`src/rtl/ddr3_arb_pkg.sv`:
```
// ---------------------------------------------------------------------------
// ddr3_arb_pkg
// Shared constants and types for the two-port DDR3 request arbiter.
//   - Port count and request field widths of the ddr3_axi_core inport.
//   - Default outstanding-request depth of the in-order tracking FIFO.
//   - Arbiter state record (grant / lock / last) and its reset value.
//   - is_request(): a port asks for service when any write strobe is set
//     or the read flag is raised.
// ---------------------------------------------------------------------------
package ddr3_arb_pkg;

    localparam int NUM_PORTS          = 2;
    localparam int ADDR_W             = 32;
    localparam int DATA_W             = 128;
    localparam int STRB_W             = 16;
    localparam int ID_W               = 16;

    localparam int ARB_OUTSTANDING    = 4;
    localparam int ARB_OUTSTANDING_W  = 2;

    // LOCK_HELD means the granted port was presented to the core but not
    // yet accepted, so the grant must not move.
    typedef enum logic {
        LOCK_OPEN = 1'b0,
        LOCK_HELD = 1'b1
    } lock_e;

    // Complete arbiter state; kept as one record so it can be observed as
    // a unit.
    typedef struct packed {
        logic  grant;   // port held while locked
        lock_e lock;    // grant frozen until the core accepts
        logic  last;    // port most recently accepted
    } arb_state_t;

    // last=1 so that port0 wins the first tie after reset.
    localparam arb_state_t ARB_STATE_RST = '{grant: 1'b0, lock: LOCK_OPEN, last: 1'b1};

    function automatic logic is_request(input logic [STRB_W-1:0] wr, input logic rd);
        return (|wr) | rd;
    endfunction

endpackage

```
`src/rtl/ddr3_arb_fifo.sv`:
```
// ---------------------------------------------------------------------------
// ddr3_arb_fifo
// In-order tracking FIFO of 1-bit port indices. One entry is pushed for
// every request the core accepts and popped for every response, so the
// head always names the port that owns the next response.
// Ports:
//   clk_i, rst_i   clock, asynchronous active-low reset
//   push           store push_port (ignored when full)
//   push_port      port index to store
//   pop            drop the head entry (ignored when empty)
//   full, empty    occupancy flags, derived from registered count only
//   head           port index at the read pointer
// Push and pop in the same cycle leave the count unchanged.
// ---------------------------------------------------------------------------
module ddr3_arb_fifo #(
    parameter int DEPTH = 4,
    parameter int PTR_W = 2
) (
    input  logic clk_i,
    input  logic rst_i,
    input  logic push,
    input  logic push_port,
    input  logic pop,
    output logic full,
    output logic empty,
    output logic head
);

    localparam logic [PTR_W:0] FULL_COUNT = (PTR_W + 1)'(DEPTH);

    logic [DEPTH-1:0] mem_q;
    logic [PTR_W-1:0] wr_ptr_q;
    logic [PTR_W-1:0] rd_ptr_q;
    logic [PTR_W:0]   count_q;
    logic             push_ok;
    logic             pop_ok;

    assign full    = (count_q == FULL_COUNT);
    assign empty   = (count_q == '0);
    assign head    = mem_q[rd_ptr_q];
    assign push_ok = push & ~full;
    assign pop_ok  = pop & ~empty;

    always_ff @(posedge clk_i or negedge rst_i) begin
        if (!rst_i) begin
            mem_q    <= '0;
            wr_ptr_q <= '0;
            rd_ptr_q <= '0;
            count_q  <= '0;
        end else begin
            if (push_ok) begin
                mem_q[wr_ptr_q] <= push_port;
                wr_ptr_q        <= wr_ptr_q + 1'b1;
            end
            if (pop_ok) begin
                rd_ptr_q <= rd_ptr_q + 1'b1;
            end
            case ({push_ok, pop_ok})
                2'b10:   count_q <= count_q + 1'b1;
                2'b01:   count_q <= count_q - 1'b1;
                default: count_q <= count_q;
            endcase
        end
    end

endmodule

```
`src/rtl/ddr3_ram_arbiter.sv`:
```
// ---------------------------------------------------------------------------
// ddr3_ram_arbiter
// Shares the single ddr3_axi_core inport between two masters (for example
// the AXI-to-RAM bridge and a DMA/test engine).
//
// Handshake: a master requests by raising pN_rd_i or any pN_wr_i bit and
// holds every request field stable until it sees pN_accept_o high at a
// clock edge. The granted request is driven on ram_* (ram_wr_o/ram_rd_o
// are zero when nothing is issued); the transfer happens on the edge where
// issuing and ram_accept_i are both high. Responses arrive on ram_ack_i in
// request order and are steered to the owning port through a tracking FIFO.
//
// Ports:
//   clk_i, rst_i                  clock, asynchronous active-low reset
//   pN_wr_i/rd_i/addr_i/...       port N request fields (N = 0, 1)
//   pN_accept_o                   port N request taken this cycle
//   pN_ack_o / pN_error_o         port N response strobe / error
//   pN_read_data_o / resp_id_o    response payload (same on both ports)
//   ram_*_o                       request to ddr3_axi_core inport
//   ram_accept_i                  core took the request
//   ram_ack_i/error_i/...         core response
//
// Build option:
//   DDR3_ARB_FIXED_PRIO_EN  defined: port0 always wins ties (last port is
//                           ignored). Undefined: round-robin on ties.
// ---------------------------------------------------------------------------
module ddr3_ram_arbiter
    import ddr3_arb_pkg::*;
#(
    parameter int OUTSTANDING   = ARB_OUTSTANDING,
    parameter int OUTSTANDING_W = ARB_OUTSTANDING_W
) (
    input  logic              clk_i,
    input  logic              rst_i,

    input  logic [STRB_W-1:0] p0_wr_i,
    input  logic              p0_rd_i,
    input  logic [ADDR_W-1:0] p0_addr_i,
    input  logic [DATA_W-1:0] p0_write_data_i,
    input  logic [ID_W-1:0]   p0_req_id_i,
    output logic              p0_accept_o,
    output logic              p0_ack_o,
    output logic              p0_error_o,
    output logic [DATA_W-1:0] p0_read_data_o,
    output logic [ID_W-1:0]   p0_resp_id_o,

    input  logic [STRB_W-1:0] p1_wr_i,
    input  logic              p1_rd_i,
    input  logic [ADDR_W-1:0] p1_addr_i,
    input  logic [DATA_W-1:0] p1_write_data_i,
    input  logic [ID_W-1:0]   p1_req_id_i,
    output logic              p1_accept_o,
    output logic              p1_ack_o,
    output logic              p1_error_o,
    output logic [DATA_W-1:0] p1_read_data_o,
    output logic [ID_W-1:0]   p1_resp_id_o,

    output logic [STRB_W-1:0] ram_wr_o,
    output logic              ram_rd_o,
    output logic [ADDR_W-1:0] ram_addr_o,
    output logic [DATA_W-1:0] ram_write_data_o,
    output logic [ID_W-1:0]   ram_req_id_o,
    input  logic              ram_accept_i,
    input  logic              ram_ack_i,
    input  logic              ram_error_i,
    input  logic [DATA_W-1:0] ram_read_data_i,
    input  logic [ID_W-1:0]   ram_resp_id_i
);

    logic [NUM_PORTS-1:0] req;
    arb_state_t           state_q;
    arb_state_t           state_d;
    logic                 tie_winner;
    logic                 grant;
    logic                 issuing;
    logic                 accept;
    logic                 fifo_full;
    logic                 fifo_empty;
    logic                 fifo_head;
    logic                 fifo_pop;

    assign req[0] = is_request(p0_wr_i, p0_rd_i);
    assign req[1] = is_request(p1_wr_i, p1_rd_i);

    // -----------------------------------------------------------------------
    // Grant selection (combinational, same cycle as the request).
    // -----------------------------------------------------------------------
`ifdef DDR3_ARB_FIXED_PRIO_EN
    assign tie_winner = 1'b0;
`else
    assign tie_winner = ~state_q.last;
`endif

    always_comb begin
        grant = 1'b0;
        if (state_q.lock == LOCK_HELD) begin
            grant = state_q.grant;
        end else if (req[0] && req[1]) begin
            grant = tie_winner;
        end else begin
            // Only port1, only port0, or nobody (grant then irrelevant).
            grant = req[1];
        end
    end

    // Full is registered, so a response in this cycle cannot enable an
    // issue in the same cycle. Reset suppresses issue so every output
    // reads zero while rst_i is low.
    assign issuing = rst_i & (grant ? req[1] : req[0]) & ~fifo_full;
    assign accept  = issuing & ram_accept_i;

    assign p0_accept_o = accept & ~grant;
    assign p1_accept_o = accept &  grant;

    // -----------------------------------------------------------------------
    // Request mux toward the core.
    // -----------------------------------------------------------------------
    always_comb begin
        ram_wr_o         = '0;
        ram_rd_o         = 1'b0;
        ram_addr_o       = '0;
        ram_write_data_o = '0;
        ram_req_id_o     = '0;
        if (issuing) begin
            if (grant) begin
                ram_wr_o         = p1_wr_i;
                ram_rd_o         = p1_rd_i;
                ram_addr_o       = p1_addr_i;
                ram_write_data_o = p1_write_data_i;
                ram_req_id_o     = p1_req_id_i;
            end else begin
                ram_wr_o         = p0_wr_i;
                ram_rd_o         = p0_rd_i;
                ram_addr_o       = p0_addr_i;
                ram_write_data_o = p0_write_data_i;
                ram_req_id_o     = p0_req_id_i;
            end
        end
    end

    // -----------------------------------------------------------------------
    // Arbiter state: register and next-state.
    // -----------------------------------------------------------------------
    always_ff @(posedge clk_i or negedge rst_i) begin
        if (!rst_i) begin
            state_q <= ARB_STATE_RST;
        end else begin
            state_q <= state_d;
        end
    end

    always_comb begin
        state_d = state_q;
        if (accept) begin
            state_d.last = grant;
            state_d.lock = LOCK_OPEN;
        end else if (issuing) begin
            // Presented but not taken: freeze the grant on this port.
            state_d.lock  = LOCK_HELD;
            state_d.grant = grant;
        end
    end

    // -----------------------------------------------------------------------
    // Response routing. Acks with nothing outstanding are dropped.
    // -----------------------------------------------------------------------
    ddr3_arb_fifo #(
        .DEPTH (OUTSTANDING),
        .PTR_W (OUTSTANDING_W)
    ) u_track (
        .clk_i     (clk_i),
        .rst_i     (rst_i),
        .push      (accept),
        .push_port (grant),
        .pop       (fifo_pop),
        .full      (fifo_full),
        .empty     (fifo_empty),
        .head      (fifo_head)
    );

    assign fifo_pop = ram_ack_i & ~fifo_empty;

    assign p0_ack_o   = fifo_pop & ~fifo_head;
    assign p1_ack_o   = fifo_pop &  fifo_head;
    assign p0_error_o = ram_error_i & p0_ack_o;
    assign p1_error_o = ram_error_i & p1_ack_o;

    assign p0_read_data_o = rst_i ? ram_read_data_i : '0;
    assign p1_read_data_o = rst_i ? ram_read_data_i : '0;
    assign p0_resp_id_o   = rst_i ? ram_resp_id_i   : '0;
    assign p1_resp_id_o   = rst_i ? ram_resp_id_i   : '0;

endmodule
```
`config.mk`:
```
export PLATFORM = sky130hd
export DESIGN_NAME = ddr3_ram_arbiter
export DESIGN_NICKNAME = d
export VERILOG_FILES = /design/src/rtl/ddr3_arb_pkg.sv /design/src/rtl/ddr3_arb_fifo.sv /design/src/rtl/ddr3_ram_arbiter.sv
export SDC_FILE = /design/constraint.sdc
export NUM_CORES = 1
export LEC_CHECK = 0
export CAP_MARGIN = 15
export CORE_AREA = 2 2 398 400
export CTS_CLUSTER_DIAMETER = 30
export DETAILED_ROUTE_END_ITERATION = 8
export DIE_AREA = 0 0 400 402
export SETUP_SLACK_MARGIN = 0.1
export SLEW_MARGIN = 20
export SYNTH_ARGS = -nofsm -noshare
export SYNTH_HDL_FRONTEND = slang
export SYNTH_SLANG_ARGS = --single-unit
```
`constraint.sdc`:
```
create_clock -name clk_i -period 2.7 [get_ports clk_i]
set_input_delay 0.27 -clock clk_i [delete_from_list [all_inputs] [get_ports clk_i]]
set_output_delay 0.27 -clock clk_i [all_outputs]
set_load 0.01 [all_outputs]
```
==> results of run 1 <==
## per-stage QoR
| step | TNS [ps] | worst slack (ps) | power, mW | hold slack [ps] | cells |
|---|---|---|---|---|---|
| after global placement | -129160 | -955.1 | 11.90 | 411.8 | 4029 |
| after floorplan | 0 | 280.6 | 4.974 | -25.59 | 1112 |
| final | -390.4 | -57.21 | 16.19 | 51.77 | 4178 |
| after CTS | -180.9 | -39.68 | 14.34 | 155.9 | 4090 |
| after detailed placement | -125980 | -948.7 | 12.02 | 416.0 | 4029 |
| after global routing | -4260 | -122.1 | 16.80 | 144.0 | 4163 |
## cell type report
class,count,area (sq um),share of cell area (%)
Inverter,9,33.78,0.1502
Multi-Input combinational cell,798,6140,27.30
Antenna cell,23,57.56,0.2559
Timing Repair Buffer,1258,13230,58.84
Clock buffer,4,78.83,0.3505
Sequential cell,14,354.1,1.574
Tap cell,2072,2592,11.53
## worst paths after layout
kind / from / endpoint / slack, ps / cells after the start
max: u_track.count_q[0]$_DFFE_PN0P_ / ram_wr_o[14] / -60 / 10
min: rst_i / u_track.count_q[2]$_DFFE_PN0P_ / 50 / 2
max reg2reg: state_q[2]$_DFFE_PN0P_ / u_track.count_q[2]$_DFFE_PN0P_ / 220 / 11
min reg2reg: u_track.mem_q[2]$_DFFE_PN0P_ / u_track.mem_q[2]$_DFFE_PN0P_ / 490 / 1
max in group asynchronous: rst_i / state_q[1]$_DFFE_PN0P_ / 2220 / 2
min in group clk_i: u_track.mem_q[2]$_DFFE_PN0P_ / u_track.mem_q[2]$_DFFE_PN0P_ / 490 / 1
## power groups by stage
stage | combinational, mW | sequential (mW) | clock (mW)
6_report | 15.5 | 0.432 | 0.286
2_1_floorplan | 4.59 | 0.380 | 0
3_3_place_gp | 11.5 | 0.424 | 0
3_5_place_dp | 11.6 | 0.428 | 0
4_1_cts | 13.6 | 0.436 | 0.288
5_1_grt | 16.1 | 0.448 | 0.301
## layout by cell type, fill, tap and decap left out, types with 56 or more instances in the layout
master / instances
sky130_fd_sc_hd__o211ai_1: 193
sky130_fd_sc_hd__buf_12: 56
sky130_fd_sc_hd__buf_4: 132
sky130_fd_sc_hd__a21oi_4: 67
sky130_fd_sc_hd__clkdlybuf4s50_1: 758
sky130_fd_sc_hd__and2_1: 145
sky130_fd_sc_hd__buf_6: 127
sky130_fd_sc_hd__a21oi_2: 60
sky130_fd_sc_hd__a21oi_1: 66
sky130_fd_sc_hd__buf_2: 78
sky130_fd_sc_hd__nand3_1: 178
## routing by layer
metal,vias to the layer above,GRT usage [%],routed length (um),share of wire [%]
li1,5910,-,-,-
met1,7003,18.14,51710,33
met2,1319,31.49,76260,49
met3,464,9.856,21330,14
met4,108,3.029,4425,2.9
met5,-,0,736,0.48
## cell families (layout without fill, tap and decap cells)
family | count (synthesis) | count (layout)
AO/OA/AOI/OAI | 402 | 402
XOR/XNOR | 5 | 5
adder cells (fa/ha/maj) | 6 | 6
buffers and inverters | 300 | 1271
flip-flops | 14 | 14
multiplexers | 7 | 7
other | 0 | 23
AND/OR/NAND/NOR | 378 | 378
## flip-flops by register name, summed over array words and instances, names as in the netlist
| name | flops |
|---|---|
| u_track.rd_ptr_q | 2 |
| state_q | 3 |
| u_track.mem_q | 4 |
| u_track.count_q | 3 |
| u_track.wr_ptr_q | 2 |
## what timing repair did
action,4_1_cts,5_1_grt
buffers inserted,42,47
cloned,16,22
hold buffers,0,0
setup endpoints to repair,206,195
pin swaps,39,39
resized for setup,632,347
==> reports/metrics.yaml, run 1 <==
outcome:
  status: "complete, but fails checks"
  failed_checks: "setup timing"
logic_synthesis:
  synth_top_family_by_area: "compound AO/OA/AOI/OAI gates"
  synth_compound_area_share_pct: 36.83
  synth_largest_type_area_fraction_pct: 20.66
  synth-simple-area-share_pct: 29.51
  synth_commonest_cells: "sky130_fd_sc_hd__nand3_1 (195), sky130_fd_sc_hd__o211ai_1 (193), sky130_fd_sc_hd__a21oi_1 (183)"
  synth-adder-area-share_pct: 1.178
  synth_enable_flop_cells: 0
  yosysUniqueCellTypes: 40
  synth_mux_area_share_pct: 1.267
  syn_inst: 1112
  mappedNetlistNets: 1653
  yosysWarningCount: 0
  post_synth.cell_area_avg_sq_um: 6.306
  synth-main-ff-cell: "sky130_fd_sc_hd__dfrtp_1"
  synth.yosys.seq_area_share_pct: 5.014
  post-synth-top-area-cell: "sky130_fd_sc_hd__o211ai_1"
  ys_ff_latch: 14
  async_reset_ff_share_pct: 100.0
  yosys-top-cells-area: "sky130_fd_sc_hd__o211ai_1 (21%), sky130_fd_sc_hd__buf_4 (17%), sky130_fd_sc_hd__nand3_1 (14%)"
  yosys.cell_count.top_type: "sky130_fd_sc_hd__nand3_1"
  synthXorXnorAreaFrac_pct: 0.6246
  mappedNetlistArea_sq_um: 7012
final_layout:
  layout-drive-gt1-share_pct: 31.97
  post-route-util_pct: 14.32
  design.final.nets: 2625
  fin_area_sq_um: 22490
  area.growth.synth_to_final_pct: 220.7
  fill_cells: 17950
global_routing:
  gr-total-overflow: 0
  grt_max_degree: 159
  groute.usage.overall_pct: 17.68
  antenna_found_initial: 169
  first_pass_grt_wire_length_mm: 176.6
  grt_pass1_vias: 13150
place:
  gp_congestion: 1.067
  numPortBuffers: 1021
  detailedPlacementHpwl_mm: 133.8
  place_area_sq_um: 19010
drt:
  drc: 0
  drtPass1Iterations: 6
  detail-route-antenna-nets: 0
  vias: 14800
  viasPerCell: 3.543
  wl_per_cell_um: 36.97
  dr.first_iter.drc_count: 1382
  wl_mm: 154.5
critical_path:
  critical-path-top-delay-family: "buffers and inverters"
  crit_path_max_incr_delay_ps: 340
  cpMaxStageDelayCell: "sky130_fd_sc_hd__dfrtp_1"
  timing.critical_path.to_type: "output port"
  critical_path.cell_chain: "inv_1 -> a31oi_4 -> o41ai_4 -> or2_4 -> buf_12 -> buf_12 -> buf_16 -> buf_16 -> a21oi_4 -> buf_6"
  critPathBufInv: 6
  arrival_ps: 2490
  critPathRequiredTime_ps: 2430
  crit_fanout: 8
  worstSetupStartpointType: "flip-flop"
  timing_worst_setup_path_type: "flip-flop to output port"
timing:
  final_hold_viol_count: 0
  timing.final.crit_share_pct: 102.1
  skew_ps: 4.182
  layout_setup_ws_ps: -57.21
  max_slew_margin_pct: 49.37
  transition_time_at_the_pin_with_the_least_slew_margin_ps: 759.4
  timing.final.max_slew_violations: 0
  final_setup_fails: 22
  finalWorstPathRequiredPeriod_ps: 2757
  setup_repair_after_global_routing_missed_its_margin: "yes"
  maxClockFrequency_mhz: 362.7
cts:
  clock_insertion_delay_worst_skew_ps: 250
  ctsRootBufferMaster: "sky130_fd_sc_hd__clkbuf_16"
  htree_num_levels: 1
  clock_tree.buffer_depth: 2
  clk_pin_slew_ps: 50
  cts_made_buffers: 3
  clock-sinks: 14
  tritoncts: "built"
pwr:
  clkPwrFrac_pct: 1.8
  leakage_power_of_the_design_nw: 8.010
  pwr_density_cell_nw_per_um2: 720.0
  power.ir.vdd_worst_mv: 0.5492
  p_int_mw: 7.352
  switchingPower_mw: 8.841
  sequential_fraction_of_design_power_pct: 2.7
  swShare_pct: 54.60
  power_frac_comb_pct: 95.6
floorplanning:
  die-area_sq_um: 160800
  coreArea_sq_um: 157100
  io-pin-count: 1022
  dieHeight_um: 402
  row_count: 146
  initial_core_util_pct: 4.463
  horizontal_extent_of_the_die_um: 400
run:
  max_cap_viol_count: 0
worst_hold_path:
  min_path_type: "input port to async pin"
(Power assumes the default switching activity.)
==> inputs of run 2 (changes only) <==
==> constraint.sdc (replaced) <==
create_clock -name clk_i -period 2.9 [get_ports clk_i]
set_input_delay 0.29 -clock clk_i [delete_from_list [all_inputs] [get_ports clk_i]]
set_output_delay 0.29 -clock clk_i [all_outputs]
set_load 0.01 [all_outputs]
==> reports/metrics.yaml, run 2 (same netlist as run 1, synthesis figures left out) <==
drt:
  detail-route-antenna-nets: 0
  vias: 14260
  wl_per_cell_um: 36.40
  wl_mm: 150.7
  viasPerCell: 3.445
  drc: 0
  dr.first_iter.drc_count: 1326
  drtPass1Iterations: 6
final_layout:
  fin_area_sq_um: 21000
  largest_register_ffs: 4
  design.final.nets: 2584
  area.growth.synth_to_final_pct: 199.6
  layout_common_cells: "sky130_fd_sc_hd__clkdlybuf4s50_1 (773), sky130_fd_sc_hd__o211ai_1 (193), sky130_fd_sc_hd__nand3_1 (184)"
  mostFrequentLayoutCell: "sky130_fd_sc_hd__clkdlybuf4s50_1"
  largestRegisters: "u_track.mem_q (4), state_q (3), u_track.count_q (3)"
  multi_input_area_sq_um: 5355
  layout-drive-gt1-share_pct: 24.39
  post-route-util_pct: 13.37
  fill_cells: 18110
  seq_area_sq_um: 351.6
  regMostFlops: "u_track.mem_q"
  finalNonFillerCells: 4140
cts:
  clock_tree.buffer_depth: 2
  clock_insertion_delay_worst_skew_ps: 240
  clock-sinks: 14
  ctsRootBufferMaster: "sky130_fd_sc_hd__clkbuf_16"
  clk_pin_slew_ps: 50
  cts_made_buffers: 3
  htree_num_levels: 1
  tritoncts: "built"
floorplanning:
  row_count: 146
  coreArea_sq_um: 157100
  horizontal_extent_of_the_die_um: 400
  initial_core_util_pct: 4.463
  dieHeight_um: 402
  die-area_sq_um: 160800
  io-pin-count: 1022
critical_path:
  timing_worst_setup_path_type: "input port to output port"
  timing.critical_path.to_type: "output port"
  arrival_ps: 2520
  critPathRequiredTime_ps: 2610
  worstSetupStartpointType: "input port"
  r2r_setup_slack_ps: 360
  crit_fanout: 18
timing:
  maxClockFrequency_mhz: 355.3
  final_hold_viol_count: 0
  skew_ps: 2.562
  transition_time_at_the_pin_with_the_least_slew_margin_ps: 696.1
  max_slew_margin_pct: 53.60
  final_setup_fails: 0
  timing.final.max_slew_violations: 0
  finalWorstPathRequiredPeriod_ps: 2814
  setup_repair_after_global_routing_missed_its_margin: "yes"
  hold_ws_ps: 95.31
  timing.final.crit_share_pct: 97.04
pwr:
  pwr_density_cell_nw_per_um2: 632.1
  power_mw: 13.28
  leakage_power_of_the_design_nw: 7.564
  power.ir.vdd_worst_mv: 0.3282
global_routing:
  antenna_found_initial: 172
  groute.usage.overall_pct: 17.69
  gr-total-overflow: 0
  grt_pass1_vias: 13250
  first_pass_grt_wire_length_mm: 176.6
  grt_max_degree: 159
run:
  max_cap_viol_count: 0
outcome:
  status: "completed"
place:
  detailedPlacementHpwl_mm: 134.4
  place_area_sq_um: 19160
  numPortBuffers: 1021
  gp_congestion: 1.067
  placed_cells: 4037
worst_hold_path:
  min_path_type: "input port to async pin"
-- run 2: cell count changes in the layout (fill, tap and decap cells not counted), sizes merged --
| cell | before | now |
|---|---|---|
| clkdlybuf4s50 | 758 | 773 |
| clkbuf | 55 | 28 |
| dlygate4sd2 | 7 | 27 |
| clkdlybuf4s15 | 5 | 25 |
| diode | 23 | 26 |
| buf | 433 | 360 |
| dlymetal6s2s | 0 | 1 |
| bufbuf | 4 | 7 |
-- run 2: power by group --
group / switching, mW / total (mW) / internal, mW / leakage, nW
combinational: 7.01 / 12.6 / 5.58 / 7.35
clock: 0.0803 / 0.289 / 0.209 / 0.0443
sequential: 0.0986 / 0.394 / 0.296 / 0.168
-- run 2: final timing paths --
kind	start	cells after the start	endpoint
worst max-delay path	p0_wr_i[5]	12	ram_write_data_o[31]
max in group asynchronous	rst_i	2	u_track.mem_q[2]$_DFFE_PN0P_
worst min register to register	u_track.mem_q[2]$_DFFE_PN0P_	1	u_track.mem_q[2]$_DFFE_PN0P_
min in group clk_i	u_track.mem_q[2]$_DFFE_PN0P_	1	u_track.mem_q[2]$_DFFE_PN0P_
worst min-delay path	rst_i	2	u_track.count_q[1]$_DFFE_PN0P_
worst max register to register	state_q[1]$_DFFE_PN0P_	11	u_track.count_q[2]$_DFFE_PN0P_
-- run 2: layout make-up --
cell class	count	share of cell area, %
repair buffers	1217	59.59
inverters	9	0.1608
well taps	2072	12.34
flip-flops and latches	14	1.674
clock buffers	4	0.4229
diodes	26	0.3098
multi-input cells	798	25.50
-- run 2: worst max-delay path: stages --
cell	delay, ps
sky130_fd_sc_hd__buf_8	100
sky130_fd_sc_hd__nor4_4	390
sky130_fd_sc_hd__nand3_2	130
sky130_fd_sc_hd__buf_6	150
sky130_fd_sc_hd__buf_4	130
sky130_fd_sc_hd__o21ai_4	140
sky130_fd_sc_hd__buf_12	160
sky130_fd_sc_hd__buf_16	160
sky130_fd_sc_hd__buf_16	170
sky130_fd_sc_hd__nand3_2	150
sky130_fd_sc_hd__a21oi_1	210
sky130_fd_sc_hd__dlygate4sd2_1	290
-- run 2: layer usage --
| layer | vias to the layer above | part of all wire (%) | track usage [%] |
|---|---|---|---|
| met4 | 118 | 2.9 | 2.457 |
| met1 | 6724 | 33 | 17.63 |
| met5 | - | 0.50 | 0 |
| li1 | 5825 | - | - |
| met3 | 423 | 14 | 10.41 |
| met2 | 1174 | 49 | 32.00 |
-- run 2: per-stage QoR --
stage          TNS [ps]  setup slack (ps)
2_1_floorplan         0             460.6
3_3_place_gp    -125850            -849.1
3_5_place_dp    -116490            -773.7
4_1_cts               0             69.79
5_1_grt               0             51.95
6_report              0             85.81
-- run 2: what timing repair did --
| action | CTS | global route |
|---|---|---|
| hold buffers | 0 | 0 |
| pin swaps | 84 | 60 |
| cloned | 21 | 5 |
| resized for setup | 486 | 163 |
| buffers inserted | 40 | 8 |
| setup endpoints to repair | 204 | 162 |
